### config.mk
export PLATFORM = sky130hd
export DESIGN_NAME = bcd_counter_9999
export DESIGN_NICKNAME = d
export VERILOG_FILES = /design/src/rtl/bcd_counter_9999.sv
export SDC_FILE = /design/constraint.sdc
export NUM_CORES = 1
export LEC_CHECK = 0
export ABC_AREA = 1
export BUFFER_PORTS_ARGS = -buffer_cell sky130_fd_sc_hd__buf_2
export CORE_ASPECT_RATIO = 1.5
export CORE_MARGIN = 2
export CORE_UTILIZATION = 50
export DETAILED_ROUTE_END_ITERATION = 12
export PLACE_DENSITY_LB_ADDON = 0.05
export SETUP_SLACK_MARGIN = 0.02
export SLEW_MARGIN = 40
export SYNTH_ARGS = -nofsm -noshare
export SYNTH_HDL_FRONTEND = slang
export SYNTH_SLANG_ARGS = --single-unit
### constraint.sdc
create_clock -name clk -period 3.07 [get_ports clk]
set_input_delay 0.307 -clock clk [delete_from_list [all_inputs] [get_ports clk]]
set_output_delay 0.307 -clock clk [all_outputs]
set_load 0.02 [all_outputs]
### src/rtl/bcd_counter_9999.sv
// bcd_counter_9999: four-digit BCD event counter stepped by a synchronised, edge-detected tick.
// Define UPDOWN_EN to build the down-count (borrow) path selected by the down input.
module bcd_counter_9999 #(
  parameter int MAX_COUNT  = 9999,
  parameter bit BOTH_EDGES = 1'b0
) (
  input  logic        clk,
  input  logic        rst,
  input  logic        tick_in,
  input  logic        start_stop,
  input  logic        clr,
  input  logic        down,
  output logic [3:0]  bcd3,
  output logic [3:0]  bcd2,
  output logic [3:0]  bcd1,
  output logic [3:0]  bcd0,
  output logic [13:0] count_bin,
  output logic        running,
  output logic        wrap
);
  localparam logic [15:0] MAX_BCD = {4'(MAX_COUNT / 1000), 4'(MAX_COUNT / 100 % 10),
                                     4'(MAX_COUNT / 10 % 10), 4'(MAX_COUNT % 10)};
  localparam logic [13:0] MAX_BIN = 14'(MAX_COUNT);
  if (MAX_COUNT < 1 || MAX_COUNT > 9999) begin : g_bad_max
    $error("MAX_COUNT %0d outside 1..9999", MAX_COUNT);
  end
  typedef enum logic {STOP, RUN} state_t;
  state_t state, state_n;
  logic s1, s2, prev, step, hit, adv;
  logic [1:0] arm;
  logic [15:0] cnt, cnt_n;
  logic [13:0] bin_n;
  function automatic logic [15:0] bcd_inc(input logic [15:0] x);
    logic c;
    c = 1'b1;
    for (int i = 0; i < 4; i++)
      if (c) begin
        c = x[4*i +: 4] == 4'd9;
        x[4*i +: 4] = c ? 4'd0 : x[4*i +: 4] + 4'd1;
      end
    return x;
  endfunction
`ifdef UPDOWN_EN
  function automatic logic [15:0] bcd_dec(input logic [15:0] x);
    logic b;
    b = 1'b1;
    for (int i = 0; i < 4; i++)
      if (b) begin
        b = x[4*i +: 4] == 4'd0;
        x[4*i +: 4] = b ? 4'd9 : x[4*i +: 4] - 4'd1;
      end
    return x;
  endfunction
`else
  logic unused_down;
  assign unused_down = down;
`endif
  // step is registered: a tick edge shows up in the count three clocks after it is sampled
  always_ff @(posedge clk or posedge rst)
    if (rst) begin
      s1 <= 1'b0;
      s2 <= 1'b0;
      prev <= 1'b0;
      step <= 1'b0;
      arm <= 2'd0;
    end else begin
      s1 <= tick_in;
      s2 <= s1;
      prev <= s2;
      arm <= arm + {1'b0, arm != 2'd3};
      step <= arm == 2'd3 && (BOTH_EDGES ? s2 ^ prev : s2 && !prev);
    end
  always_ff @(posedge clk or posedge rst)
    if (rst) state <= STOP;
    else state <= state_n;
  always_comb begin
    state_n = start_stop ? (state == RUN ? STOP : RUN) : state;
    adv = state == RUN && step;
    hit = cnt == MAX_BCD;
    cnt_n = hit ? '0 : bcd_inc(cnt);
    bin_n = hit ? '0 : count_bin + 14'd1;
`ifdef UPDOWN_EN
    if (down) begin
      hit = cnt == '0;
      cnt_n = hit ? MAX_BCD : bcd_dec(cnt);
      bin_n = hit ? MAX_BIN : count_bin - 14'd1;
    end
`endif
  end
  always_ff @(posedge clk or posedge rst)
    if (rst) begin
      cnt <= '0;
      count_bin <= '0;
      wrap <= 1'b0;
    end else if (clr) begin
      cnt <= '0;
      count_bin <= '0;
      wrap <= 1'b0;
    end else if (adv) begin
      cnt <= cnt_n;
      count_bin <= bin_n;
      wrap <= hit;
    end else wrap <= 1'b0;
  assign {bcd3, bcd2, bcd1, bcd0} = cnt;
  assign running = state == RUN;
endmodule

# ---- Word-level counts from Yosys, hierarchy flattened
# Cells that the tools add are included.
dict set report word_totals {
  inputBits 6
  wordCells 54
  reg_bits 38
  output_inout_bits 32
}
dict set report classes {
  add_sub_neg 6
  mux 18
  n_reduce_logical 11
  eq_ne 7
}
# operator n
set ops {}
lappend ops {{16-bit 2-to-1 mux} 3}
lappend ops {{14-bit 2-to-1 mux} 3}
lappend ops {{4-bit 2-to-1 mux} 7}
lappend ops {{4-bit by 1-bit adder with 4-bit output, second input constant} 4}
lappend ops {{16-bit == test, second input constant} 1}
lappend ops {{4-bit == test, second input constant} 4}
lappend ops {{14-bit by 1-bit adder with 14-bit output, second input constant} 1}
lappend ops {{3-bit nonzero test} 3}
lappend ops {{2-bit AND reduction} 3}
lappend ops {{1-bit 2-to-1 mux} 5}
lappend ops {{1-bit logical AND} 3}
lappend ops {{2-bit by 1-bit adder with 2-bit output} 1}
lappend ops {{2-bit == test, second input constant} 1}
lappend ops {{2-bit != test, second input constant} 1}
lappend ops {{2-bit nonzero test} 1}
lappend ops {{1-bit logical NOT} 1}

# ---- Depth between registers and ports, before layout
# Gate-level depths: netlist (run 1).
dict set report depth {
  depth_word 7
  ltp_mapped 9
  ltp_nobuf 9
}

# ---- Least setup slack after synthesis (run 1)
# Ideal clock, no wire load.
dict set report synth_timing {
  kind {reg2reg}
  start {register cnt[5]}
  end {register count_bin[7]}
  period_less_slack_ns 1.434
  required_ns 2.951
  setup_slack_ns 1.636
  t_arrival_ns 1.316
  stages_incl_launch_ff 10
  path_buffers 0
  setup_time_ns 0.119
  path_cell_list {dfrtp_1 -> inv_1 -> ha_1 -> nand3_2 -> nor2_2 -> nand2_1 -> nand2_1 -> nand2_2 -> inv_2 -> nor2_1}
}
dict set report synth_between {
  elab_chain_len 4
}
# item line_no
set synth_rtl {}
lappend synth_rtl {{from (decl)} 31} ;# logic [15:0] cnt, cnt_n;
lappend synth_rtl {{from (signal assigned)} 100} ;# cnt <= cnt_n;
lappend synth_rtl {{16-bit == test} 79} ;# hit = cnt == MAX_BCD;
lappend synth_rtl {{14-bit 2-to-1 mux} 81} ;# bin_n = hit ? '0 : count_bin + 14'd1;
lappend synth_rtl {{14-bit 2-to-1 mux} 99} ;# end else if (adv) begin
lappend synth_rtl {{14-bit 2-to-1 mux} 95} ;# end else if (clr) begin
lappend synth_rtl {{to (signal assigned)} 101} ;# count_bin <= bin_n;
lappend synth_rtl {{to (decl)} 17} ;# output logic [13:0] count_bin,
# No other way between the ends. The select of a mux whose other input is x is not followed.
# A chain may end at the register's enable or synchronous reset.

# ---- Worst setup path in the final report (run 1)
dict set report layout_timing {
  start {register cnt[5]}
  end {register count_bin[4]}
}
# Same word-level chain as after synthesis.

==> implementation parameters, run 1 <==
Parameter                              Value

Timing
  Worst Clk Skew    4.78 ps
  Total setup violations reported at the end of the flow    0
  Final period demand of the worst path    1550 ps
  RSZ-0062 raised after global routing    false
  Max-slew violations    0
  Accumulated negative setup slack    0 ps
  Achievable clock frequency    647 MHz
  Slew at the pin closest to its max-slew limit    477 ps
  Worst-case hold slack    117 ps
  Post-route fraction of the period consumed by the critical path    50.3%
  Relative max-transition margin    68.2%
  Number of hold violations in the final report    0

Drt
  Met2 layer wire length in the routed design    2.25 mm
  Number of vias in the routed layout    1740
  Average wire length per cell after detail routing    12.4 um
  Met3 Wirelength    155 um
  Number of antenna-violating nets in the routed design    0
  Total DRC errors in the routed layout    0
  1st-iter DRT viols    66
  Number of search-and-repair iterations in the first detailed-routing pass    4
  Drt total wl    4.22 mm
  Highest routed layer    met4
  Number of vias per cell after detailed routing    5.10
  Routed length on met1    1.72 mm

Clocking
  CTS sink count    38
  Maximum count of clock buffers along a single path    2
  Clock-pin slew on the worst setup and hold paths    70 ps
  TritonCTS clock tree    built
  Post-cts repair resize count    0
  Number of buffers inserted by post-CTS setup repair    0
  Number of levels the H-tree was split into    2
  Root buffer cell    sky130_fd_sc_hd__clkbuf_8
  Total CTS buffers    5
  Clock insertion delay at the later pin of the skew report    290 ps
  Number of hold-repair buffers added at the cts stage    0

Floorplanning
  DIE HEIGHT    82.8 um
  Die width    56.5 um
  Overall die area    4680 um^2
  Core area    3960 um^2
  Starting density of the core    52.3%
  Placement row count    28
  I/O pin total    38

Global route
  First-pass GRT wire length    7.10 mm
  Pin count of the biggest net entering global routing    39
  GR Overflow Total    0
  Vias in the first global route    1633
  GR Util All Layers    19.3%
  Number of antenna violations at the first check in global routing    0

Synth
  Simple-gate area share of the yosys netlist    34.0%
  Cells taking the most area after synthesis    sky130_fd_sc_hd__dfrtp_1 46%, sky130_fd_sc_hd__nand2_1 12%, sky130_fd_sc_hd__ha_1 5.4%
  Area share of the largest cell type after synthesis    45.9%
  Sequential-to-total area share from yosys stat    45.9%
  Parity-gate share of the synthesized area counting xor and xnor cells    3.38%
  Largest area contributor in the netlist    sky130_fd_sc_hd__dfrtp_1
  Compound-gate portion of the synthesized area    4.41%
  Post-synthesis mux area share    0%
  Post-synth cell types    28
  Dominant combinational cell family by area after synthesis    simple AND/OR/NAND/NOR gates
  Post-Synthesis Net Count    268
  Gate Count Post-Synth    253
  Syn Area/Cell    8.18 um^2
  Post-synth design cell area    2070 um^2
  Adder-cell share of the synthesized area    5.44%
  Synth warn    0
  Total of flip-flops plus latches after synthesis    38

Setup path
  Type of the worst setup path    flop to flop
  Type of element capturing the critical path    flop
  Arrival time of the worst setup path    1730 ps
  Startpoint of the lowest-slack register-to-register path    cnt[5]
  Launching element of the worst setup path    cnt[5]
  Maximum net fanout on the critical path    6
  Required time of the worst setup path    3250 ps
  Category of the worst setup path launch point    flop

Layout
  Total Nets Final    310
  Syn-to-layout area delta    16.1%
  Reg area    951 um^2
  Number of diodes    0
  Most frequent cells in the layout    65 x sky130_fd_sc_hd__nand2_1, 38 x sky130_fd_sc_hd__dfrtp_1, 36 x sky130_fd_sc_hd__buf_2
  Most common cell after layout, fill and taps aside    sky130_fd_sc_hd__nand2_1
  Layout cell share with drive strength beyond 1    26.0%
  Layout fillers    368
  Multi-input gate area in the final layout    977 um^2

Pwr
  Leakage power of the design    1.28 nW
  Maximum vdd ir drop    0.471 mV
  Cell Pwr Density    458 nW/um^2
  Final Total Pwr    1.10 mW

Status
  Outcome    finished, final reports clean

Place
  Placed wire-length estimate after detailed placement    3.15 mm
  Port Buf Inserts    36
  RePlAce Congestion    0.804

Run
  Max cap viols    0

Min path
  Worst hold path type    primary input to async pin
## Yosys cell counts (all sizes together)
cell     n
a211oi   1
inv     33
dfrtp   38
nand4    9
xor2     7
nor3     2
nor2    36
o21bai   1
o31ai    1
o21ai    8
ha       9
nand2   75
xnor2    1
buf      2
or2      4
nand3   22
o22ai    1
a21oi    2
o41ai    1
## cell families (layout without fill, tap and decap cells)
kind of cell / after synthesis / in the layout
AOI/OAI and AO/OA: 15 / 15
xor gates and xnor gates: 8 / 8
adders and majority gates: 9 / 9
buffers and inverters: 35 / 78
DFF: 38 / 38
and+or+nand+nor: 148 / 148
## routing by layer
| metal | global-route usage [%] | up-vias |
|---|---|---|
| li1 | - | 881 |
| met3 | 4.52 | 8 |
| met5 | 0 | - |
| met2 | 34.4 | 28 |
| met1 | 21.1 | 823 |
| met4 | 8.44 | 0 |
## stage by stage
step / worst slack (ps) / area, um^2 / instances / utilization, %
3_5_place_dp: 1530 / 2300 / 333 / 58.0
2_1_floorplan: 1640 / 2070 / 253 / -
4_1_cts: 1510 / 2400 / 341 / 60.7
6_report: 1520 / 2400 / 341 / 60.7
5_1_grt: 1360 / 2400 / 341 / 60.7
3_3_place_gp: 1550 / 2300 / 333 / 58.0
## worst paths after layout
kind	end	slack [ps]	cells past startpoint
setup / recovery	count_bin[4]	1520	9
hold / removal	step	120	3
setup reg to reg	count_bin[4]	1520	9
hold reg to reg	s2	350	0
max in group asynchronous	cnt[8]	2620	3
min in group clk	s1	120	1
## flip-flops by register name, summed over array words and instances (netlist names)
signal / count
arm: 2
step: 1
running: 1
wrap: 1
prev: 1
cnt: 16
s1: 1
s2: 1
count_bin: 14
## layout make-up
| cell class | instances | share of cell area [%] |
|---|---|---|
| clock inverters | 3 | 1.66 |
| clock buffers | 5 | 2.86 |
| flip-flops and latches | 38 | 39.5 |
| well taps | 45 | 2.34 |
| repair buffers | 37 | 7.80 |
| multi-input cells | 180 | 40.6 |
| inverters | 33 | 5.15 |
## critical path, cell delays in order (launching register included)
cell,delay [ps]
sky130_fd_sc_hd__dfrtp_1,410
sky130_fd_sc_hd__inv_1,80
sky130_fd_sc_hd__ha_1,180
sky130_fd_sc_hd__nand3_2,110
sky130_fd_sc_hd__nor2_2,140
sky130_fd_sc_hd__nand2_1,90
sky130_fd_sc_hd__nand2_1,80
sky130_fd_sc_hd__nand2_2,110
sky130_fd_sc_hd__inv_2,150
sky130_fd_sc_hd__nor2_1,70
## where the power goes
| part | internal (mW) | switching [mW] | leakage [nW] | total (mW) |
|---|---|---|---|---|
| clock | 0.239 | 0.180 | 0.0579 | 0.419 |
| sequential | 0.521 | 0.0274 | 0.507 | 0.549 |
| combinational | 0.0403 | 0.0943 | 0.717 | 0.135 |
No activity file was read; power rests on OpenSTA's default activity.
==> run 2, diff against run 1 <==
- clock period: 3.07 -> 1.52 ns (I/O delays scaled with it)
==> run 2 against run 1 <==
Flip-flop and latch count did not move. Sequential share of layout area fell by 3.9 points. Cell area rose by 11%.
==> implementation parameters, run 2 (synthesized netlist as in run 1, its figures left out) <==
Parameter                              Value

Drt
  Met3 Wirelength    154 um (was 155 um)
  Number of search-and-repair iterations in the first detailed-routing pass    4 (unchanged)
  Drt total wl    4.50 mm (was 4.22 mm)
  Number of vias per cell after detailed routing    5.04 (was 5.10)
  Number of vias in the routed layout    1818 (was 1740)
  Routed length on met1    1.82 mm (was 1.72 mm)
  Met2 layer wire length in the routed design    2.42 mm (was 2.25 mm)
  Number of antenna-violating nets in the routed design    0 (unchanged)
  Highest routed layer    met4 (unchanged)
  1st-iter DRT viols    51 (was 66)
  Average wire length per cell after detail routing    12.5 um (was 12.4 um)
  Total DRC errors in the routed layout    0 (unchanged)

Setup path
  CP Cell Sequence    inv_1, ha_4, nand2_1, nor2_2, nand2_2, nor2_4, nor2_2, nand2_1, o31ai_1 (was inv_1, ha_1, nand3_2, nor2_2, nand2_1, nand2_1, nand2_2, inv_2, nor2_1)
  Startpoint of the lowest-slack register-to-register path    cnt[1] (was cnt[5])
  Count of cells along the worst register-to-register path    9 (unchanged)
  Standard cell with the maximum stage delay on the critical path    sky130_fd_sc_hd__dfrtp_1 (unchanged)
  Category of the worst setup path launch point    flop (unchanged)
  Required time of the worst setup path    1700 ps (was 3250 ps)
  Capture instance of the worst register-to-register path    cnt[9] (was count_bin[4])
  Worst R2R Setup Slack    120 ps (was 1520 ps)
  Maximum net fanout on the critical path    4 (was 6)
  Type of element capturing the critical path    flop (unchanged)
  Largest incremental delay on the critical path    380 ps (was 410 ps)
  Arrival time of the worst setup path    1570 ps (was 1730 ps)
  Type of the worst setup path    flop to flop (unchanged)

Timing
  Max-slew violations    0 (unchanged)
  Achievable clock frequency    716 MHz (was 647 MHz)
  Worst-case hold slack    33.9 ps (was 117 ps)
  Total setup violations reported at the end of the flow    0 (unchanged)
  Relative max-transition margin    68.0% (was 68.2%)
  Number of hold violations in the final report    0 (unchanged)
  RSZ-0062 raised after global routing    true (was false)
  Final period demand of the worst path    1400 ps (was 1550 ps)
  Post-route fraction of the period consumed by the critical path    91.9% (was 50.3%)
  Worst Clk Skew    4.73 ps (was 4.78 ps)
  Slew at the pin closest to its max-slew limit    480 ps (was 477 ps)
  Accumulated negative setup slack    0 ps (unchanged)

Pwr
  Relative contribution of combinational cells to total power    14.3% (was 12.2%)
  Leakage power of the design    1.40 nW (was 1.28 nW)
  Fraction of power consumed by the clock network    41.8% (was 38.0%)
  Net Sw Power    0.645 mW (was 0.302 mW)
  Final Total Pwr    2.48 mW (was 1.10 mW)
  Cell Pwr Density    930 nW/um^2 (was 458 nW/um^2)
  Internal power    1.84 mW (was 0.801 mW)
  Sw frac    26.0% (was 27.4%)
  Sequential power share    43.9% (was 49.8%)
  Maximum vdd ir drop    0.812 mV (was 0.471 mV)

Layout
  Multi-input gate area in the final layout    1050 um^2 (was 977 um^2)
  Most common cell after layout, fill and taps aside    sky130_fd_sc_hd__nand2_1 (unchanged)
  Finished Core Util    67.4% (was 60.7%)
  Number of diodes    0 (unchanged)
  Flip-flop count of the largest register after layout    16 (unchanged)
  Register with the most flip-flops    cnt (unchanged)
  Top Registers    cnt: 16 flops, count_bin: 14 flops, arm: 2 flops (unchanged)
  Layout cell share with drive strength beyond 1    33.2% (was 26.0%)
  Reg area    951 um^2 (unchanged)
  Total Nets Final    330 (was 310)
  Layout fillers    351 (was 368)
  Number of standard cells in the final layout excluding fillers    361 (was 341)
  Most frequent cells in the layout    61 x sky130_fd_sc_hd__nand2_1, 38 x sky130_fd_sc_hd__dfrtp_1, 36 x sky130_fd_sc_hd__buf_2 (was 65 x sky130_fd_sc_hd__nand2_1, 38 x sky130_fd_sc_hd__dfrtp_1, 36 x sky130_fd_sc_hd__buf_2)
  Syn-to-layout area delta    28.9% (was 16.1%)

Clocking
  CTS sink count    38 (unchanged)
  Number of levels the H-tree was split into    2 (unchanged)
  Clock-pin slew on the worst setup and hold paths    80 ps (was 70 ps)
  Root buffer cell    sky130_fd_sc_hd__clkbuf_8 (unchanged)
  Clock insertion delay at the later pin of the skew report    290 ps (about the same)
  Maximum count of clock buffers along a single path    2 (unchanged)
  Total CTS buffers    5 (unchanged)
  TritonCTS clock tree    built (unchanged)

Min path
  Worst hold path type    primary input to flop (was primary input to async pin)
  Cell depth of the worst min-delay path    2
  Hold path start    start_stop
  Worst Hold End    running

Global route
  GR Overflow Total    0 (unchanged)
  Number of antenna violations at the first check in global routing    0 (unchanged)
  Pin count of the biggest net entering global routing    39 (unchanged)
  Vias in the first global route    1689 (was 1633)
  First-pass GRT wire length    7.57 mm (was 7.10 mm)
  GR Util All Layers    20.4% (was 19.3%)

Floorplanning
  DIE HEIGHT    82.8 um (unchanged)
  Placement row count    28 (unchanged)
  Overall die area    4680 um^2 (unchanged)
  I/O pin total    38 (unchanged)
  Starting density of the core    52.3% (unchanged)
  Die width    56.5 um (unchanged)
  Core area    3960 um^2 (unchanged)

Run
  Max cap viols    0 (unchanged)

Place
  Placed cell count    347 (was 333)
  RePlAce Congestion    0.821 (was 0.804)
  Placed wire-length estimate after detailed placement    3.23 mm (was 3.15 mm)
  Port Buf Inserts    36 (unchanged)

Status
  Outcome    finished, final reports clean (unchanged)
run 2: cell types whose count changed in the layout (fill, tap and decap cells not counted), sizes merged:
cell	delta
clkinv	-1
dlygate4sd3	+2
bufinv	+1
buf	+18
run 2: worst max-delay path by stage:
| stage | to | startpoint | slack, ps | depth (start not counted) |
|---|---|---|---|---|
| 2_1_floorplan | count_bin[7] | cnt[5] | 90 | 9 |
| 3_3_place_gp | count_bin[4] | cnt[5] | 70 | 9 |
| 3_5_place_dp | count_bin[4] | cnt[5] | 40 | 9 |
| 4_1_cts | count_bin[4] | cnt[5] | 40 | 9 |
| 5_1_grt | count_bin[4] | cnt[13] | 10 | 9 |
| 6_report | cnt[9] | cnt[1] | 120 | 9 |
run 2: power by group through the flow:
stage                     clock [mW]  combinational (mW)  sequential (mW)
after CTS                       1.06               0.337             1.09
after global placement             0               0.327             1.11
after global routing            1.09               0.389             1.10
after floorplan                    0               0.152             1.16
final                           1.04               0.355             1.09
after detailed placement           0               0.331             1.11
run 2: timing repair:
| action | 4_1_cts | 5_1_grt |
|---|---|---|
| setup buffers | 0 | 4 |
| pin swaps | 0 | 5 |
| hold buffers | 2 | 0 |
| endpoints found under the hold margin | 39 | 0 |
| gates resized for setup | 1 | 19 |
| setup endpoints to repair | 1 | 21 |
run 2: final cells by class:
class	instances	area share [%]
inverters	33	4.83
flip-flops and latches	38	35.6
clock buffers	5	2.58
clock inverters	3	2.58
well taps	45	2.11
repair buffers	57	12.8
multi-input cells	180	39.4
run 2: critical path: cells and delay by family (launching register included):
family / cells / cell delay [ps]
AO/OA/AOI/OAI: 1 / 60
adder cells (fa/ha/maj): 1 / 150
buffers and inverters: 1 / 90
flip-flops: 1 / 380
AND/OR/NAND/NOR: 6 / 610
run 2: metrics by stage:
step / instance area [um^2] / setup slack (ps)
global placement: 2400 / 68.5
floorplan: 2070 / 85.8
global route: 2670 / 15.0
detailed placement: 2400 / 36.6
CTS: 2560 / 37.4
finish: 2670 / 124
run 2: per-layer routing:
metal / up-vias / track usage (%)
li1: 923 / -
met1: 850 / 23.1
met2: 37 / 36.7
met3: 8 / 3.43
met4: 0 / 8.87
met5: - / 0
